==> config.mk <==
export PLATFORM = sky130hd
export DESIGN_NAME = i2c_arbiter
export DESIGN_NICKNAME = d
export VERILOG_FILES = /design/src/rtl/i2c_arbiter.sv
export SDC_FILE = /design/constraint.sdc
export NUM_CORES = 1
export LEC_CHECK = 0
export ABC_AREA = 0
export CAP_MARGIN = 20
export CORE_ASPECT_RATIO = 1.2
export CORE_UTILIZATION = 44
export CTS_CLUSTER_SIZE = 40
export DETAILED_ROUTE_END_ITERATION = 7
export PLACE_DENSITY = 0.84
export SYNTH_ARGS = -nofsm -noshare
export SYNTH_HDL_FRONTEND = slang
export SYNTH_SLANG_ARGS = --single-unit
==> constraint.sdc <==
create_clock -name clk -period 2.6 [get_ports clk]
set_input_delay 0.52 -clock clk [delete_from_list [all_inputs] [get_ports clk]]
set_output_delay 0.52 -clock clk [all_outputs]
set_load 0.05 [all_outputs]
==> src/rtl/i2c_arbiter.sv <==
// Two-requester round-robin arbiter in front of a single I2C master.
// Define I2C_ARBITER_TIMEOUT_EN to compile in the WAIT timeout counter and abort pulse.
module i2c_arbiter #(
    parameter int unsigned TIMEOUT_CYCLES = 50000
) (
    input  logic       clk,
    input  logic       reset_n,

    input  logic       req0,
    input  logic [6:0] addr0,
    input  logic       rw0,
    input  logic [7:0] wdata0,
    output logic       done0,
    output logic [7:0] rdata0,
    output logic       err0,

    input  logic       req1,
    input  logic [6:0] addr1,
    input  logic       rw1,
    input  logic [7:0] wdata1,
    output logic       done1,
    output logic [7:0] rdata1,
    output logic       err1,

    output logic [1:0] grant,

    output logic       m_start,
    output logic [6:0] m_addr,
    output logic       m_rw,
    output logic [7:0] m_wdata,
    input  logic       m_busy,
    input  logic       m_done,
    input  logic [7:0] m_rdata,
    input  logic       m_nack,

    output logic       abort
);

    typedef enum logic [1:0] {
        StIdle,
        StIssue,
        StWait,
        StResp
    } state_t;

    state_t r_state;
    logic   r_owner;
    logic   r_last;

    logic   w_any;
    logic   w_pick;

`ifdef I2C_ARBITER_TIMEOUT_EN
    localparam int unsigned CNT_W = (TIMEOUT_CYCLES > 2) ? $clog2(TIMEOUT_CYCLES) : 1;
    localparam logic [CNT_W-1:0] CNT_LAST = CNT_W'(TIMEOUT_CYCLES - 1);

    logic [CNT_W-1:0] r_cnt;
`else
    logic w_unused_timeout;
    assign w_unused_timeout = ^TIMEOUT_CYCLES;
`endif

    // On a tie the requester that did not own the bus last wins; r_last resets to 1
    // so requester 0 takes the first tie.
    assign w_any  = req0 | req1;
    assign w_pick = (req0 && req1) ? ~r_last : req1;

    always_ff @(posedge clk or negedge reset_n) begin
        if (!reset_n) begin
            r_state <= StIdle;
            r_owner <= 1'b0;
            r_last  <= 1'b1;
            grant   <= 2'b00;
            m_start <= 1'b0;
            m_addr  <= 7'h00;
            m_rw    <= 1'b0;
            m_wdata <= 8'h00;
            abort   <= 1'b0;
            done0   <= 1'b0;
            rdata0  <= 8'h00;
            err0    <= 1'b0;
            done1   <= 1'b0;
            rdata1  <= 8'h00;
            err1    <= 1'b0;
`ifdef I2C_ARBITER_TIMEOUT_EN
            r_cnt   <= '0;
`endif
        end else begin
            m_start <= 1'b0;
            abort   <= 1'b0;
            done0   <= 1'b0;
            done1   <= 1'b0;

            unique case (r_state)
                StIdle: begin
                    if (w_any && !m_busy) begin
                        r_owner <= w_pick;
                        grant   <= w_pick ? 2'b10 : 2'b01;
                        m_addr  <= w_pick ? addr1 : addr0;
                        m_rw    <= w_pick ? rw1 : rw0;
                        m_wdata <= w_pick ? wdata1 : wdata0;
                        r_state <= StIssue;
                    end
                end

                StIssue: begin
                    m_start <= 1'b1;
                    r_state <= StWait;
                end

                // Completion takes precedence over a coincident timeout.
                StWait: begin
                    if (m_done) begin
                        if (r_owner) begin
                            rdata1 <= m_rw ? m_rdata : 8'h00;
                            err1   <= m_nack;
                            done1  <= 1'b1;
                        end else begin
                            rdata0 <= m_rw ? m_rdata : 8'h00;
                            err0   <= m_nack;
                            done0  <= 1'b1;
                        end
                        r_state <= StResp;
                    end
`ifdef I2C_ARBITER_TIMEOUT_EN
                    else if (r_cnt == CNT_LAST) begin
                        abort <= 1'b1;
                        if (r_owner) begin
                            rdata1 <= 8'h00;
                            err1   <= 1'b1;
                            done1  <= 1'b1;
                        end else begin
                            rdata0 <= 8'h00;
                            err0   <= 1'b1;
                            done0  <= 1'b1;
                        end
                        r_state <= StResp;
                    end else begin
                        r_cnt <= r_cnt + CNT_W'(1);
                    end
`endif
                end

                StResp: begin
                    grant   <= 2'b00;
                    r_last  <= r_owner;
`ifdef I2C_ARBITER_TIMEOUT_EN
                    r_cnt   <= '0;
`endif
                    r_state <= StIdle;
                end
            endcase
        end
    end

endmodule

==> flow_metrics.tcl <==
set metrics [dict create \
    status "complete, no violations" \
    path_class "reg2out" \
    cts_hold_buf 0 \
    fill_cells 312 \
    cts_tree "done" \
    muxShareOfSynthArea_pct 2.375 \
    final_cells 334 \
    finalMaxSlewViolations 0 \
    worst_setup_path_end_kind "primary output" \
    area_growth_pct 49.60 \
    placed_area_um2 2753 \
    min-delay-path-class "in2async" \
    pwr-share-seq_pct 30.9 \
    grtUsageMet3_pct 3.521 \
    use_met2_pct 35.96 \
    worst_slew_pin_slew_ns 0.9132 \
    cts_resized 0 \
    grt_use_total_pct 20.18 \
    cpPeakStageDelay_ns 0.87 \
    post-cts-setup-buffer-count 0 \
    h-tree-depth 2 \
    fin_area_um2 2838 \
    finalSetupViolCount 0 \
    syn_area_per_cell_um2 9.629 \
    grt_pass1_wl_um 6913 \
    power_frac_clock_pct 10.2 \
    synth_nets 249 \
    num_antenna_cells 0 \
    cts_max_path_buffers 2 \
    grt_pass1_vias 1591 \
    clk_pin_slew_ns 0.08 \
    dp.cells 326 \
    yosys.area_share.simple_pct 14.58 \
    synthAdderAreaFrac_pct 3.298 \
    syn-instance-count 197 \
    crit_fanout 10 \
    num_rows 25 \
    postRouteWirelength_um 4374 \
    clk_root_buffer_cell "clkbuf_8" \
    synth_area_leaders "dfrtp_1 (55%), nand2_1 (12%), a31oi_1 (5.3%)" \
    cp-start-kind "register" \
    clk_latency_ns 0.28 \
    path_delay_family "buffers and inverters" \
    die_y_um 73.93 \
    ant_nets 0 \
    netSwitchingFraction_pct 49.36 \
    fin_crit_ns 2.199 \
    drt_iter0_drc 89 \
    numPortBuffers 85 \
    leakage_nw 1.240 \
    start_util_pct 47.01 \
    vdd_drop_max_v 0.0008052 \
    worstPathArrival_ns 1.68 \
    slew_headroom_pct 39.12 \
    setup_tns_ns 0 \
    antenna_found_initial 0 \
    multi_input_area_um2 720.7 \
    drc 0 \
    seqCellArea_um2 1077 \
    core_um2 4035 \
    cap_violations 0 \
    synth_area_um2 1897 \
    p_int_mw 1.952 \
    combPwrFrac_pct 58.9 \
    cp.required_ns 2.08 \
    finalHoldViolations 0 \
    synth_area_leader_cell "dfrtp_1" \
    mostFrequentLayoutCells "clkdlybuf4s50_1 (84), nand2_1 (59), dfrtp_1 (42), o21ai_0 (17), a21oi_1 (17)" \
    synth_cell_types 26 \
    total_power_mw 3.856 \
    r2r_slack_ns 0.90 \
    grt_max_degree 44 \
    ioPinCount 87 \
    skew_ns 0.006465 \
    synthXorXnorAreaFrac_pct 0 \
    yosysWarnings 0 \
    slowest_stage "clkdlybuf4s50_1" \
    worstPathCellList "clkdlybuf4s50_1" \
    setup_ws_ns 0.4012 \
    dr_total_vias 1709 \
    cts_buffers 5 \
    dp_slack_ns 0.5661 \
    cts_sinks 43 \
    firstDrtPassIters 4 \
    die_area_um2 4579 \
    fmax_mhz 454.8 \
    p_per_area_nw_per_um2 1359 \
    finalCritPeriodShare_pct 84.57 \
    p_sw_mw 1.903 \
    yosys.area.top_type_share_pct 55.41 \
    routedWlPerCell_um 13.10 \
    ys_seq_elements 43 \
    finalWeightedCongestion 0.8597 \
    use_met1_pct 24.54 \
    drive_above_1_share_pct 6.786 \
    critPathBufInv 1 \
    synth_compound_area_share_pct 17.55 \
    grt_overflow_total 0 \
    final_common_cell "clkdlybuf4s50_1" \
    die_w_um 61.94 \
    grt_setup_unrepaired "false" \
    via_per_inst 5.117 \
    dpl.hpwl_um 3320 \
    ys_seq_area_share_pct 56.79 \
    synth_top_family_by_area "compound AO/OA/AOI/OAI gates" \
    fin_nets 331 \
    grt.busiest_layer "met2" \
]
## sequential cells by signal, indices dropped and copies added (netlist names)
register,cells
r_owner,1
m_start,1
r_state,2
m_addr,7
m_rw,1
grant,2
rdata1,8
err0,1
rdata0,8
r_last,1
done1,1
done0,1
err1,1
m_wdata,8
## cell usage after synthesis (all sizes together)
cell type   n
nor2b       1
a21boi      1
a31oi      16
a2bb2oi     1
o21ba       1
clkbuf      4
a21bo       1
conb        1
inv         5
nand3b      1
nor2        2
nand2      59
dfrtp      42
nand3       5
o21bai      1
and2        1
dfstp       1
a21oi      17
buf         9
o211ai      2
mux2        4
ha          5
o21ai      17
## through the flow
step,hold slack (ns),util [%]
CTS,0.3864,70.33
global route,0.4422,70.33
detailed placement,0.4698,68.22
global placement,0.4606,68.22
finish,0.3644,70.33
floorplan,0.2244,-
## worst register-to-register path: cells and delay by family, from the launching register on
family / cells / cell delay (ns)
multiplexers: 1 / 0.43
AND/OR/NAND/NOR: 1 / 0.41
buffers and inverters: 1 / 0.12
flip-flops: 1 / 0.41
adder cells (fa/ha/maj): 1 / 0.21
## worst paths after layout
kind | endpoint | cells past startpoint | startpoint
min in group clk | rdata1[0]$_DFFE_PN0P_ | 2 | rdata1[0]$_DFFE_PN0P_
worst max register to register | err1$_DFFE_PN0P_ | 4 | r_state[0]$_DFFE_PN0P_
max in group asynchronous | m_wdata[4]$_DFFE_PN0P_ | 1 | reset_n
worst max-delay path | m_rw | 1 | m_rw$_DFFE_PN0P_
worst min register to register | rdata1[0]$_DFFE_PN0P_ | 2 | rdata1[0]$_DFFE_PN0P_
worst min-delay path | rdata1[1]$_DFFE_PN0P_ | 1 | reset_n
## power by group through the flow
stage	combinational, mW	sequential [mW]	clock (mW)
final	2.27	1.19	0.393
after global routing	2.43	1.23	0.432
after CTS	2.28	1.19	0.407
after floorplan	0.560	2.14	0
after detailed placement	2.28	1.20	0
after global placement	2.24	1.19	0
## cells by family after synthesis
kind of cell / after synthesis
and+or+nand+nor: 69
AOI/OAI and AO/OA: 57
DFF: 43
buffers and inverters: 18
adders and majority gates: 5
muxes: 4
other: 1
## layout make-up
cell class              count  area share [%]
flip-flops and latches     43           37.96
repair buffers             88           30.60
inverters                   5          0.6614
multi-input cells         136           25.40
clock buffers               6           2.557
well taps                  54           2.381
clock inverters             2          0.4409
## metal layers
metal	part of all wire [%]	vias up
met3	5.8	2
met2	51	68
met4	0.32	0
met1	43	811
li1	-	828
met5	0	-
Note: power is estimated with default switching activity, not from simulation.
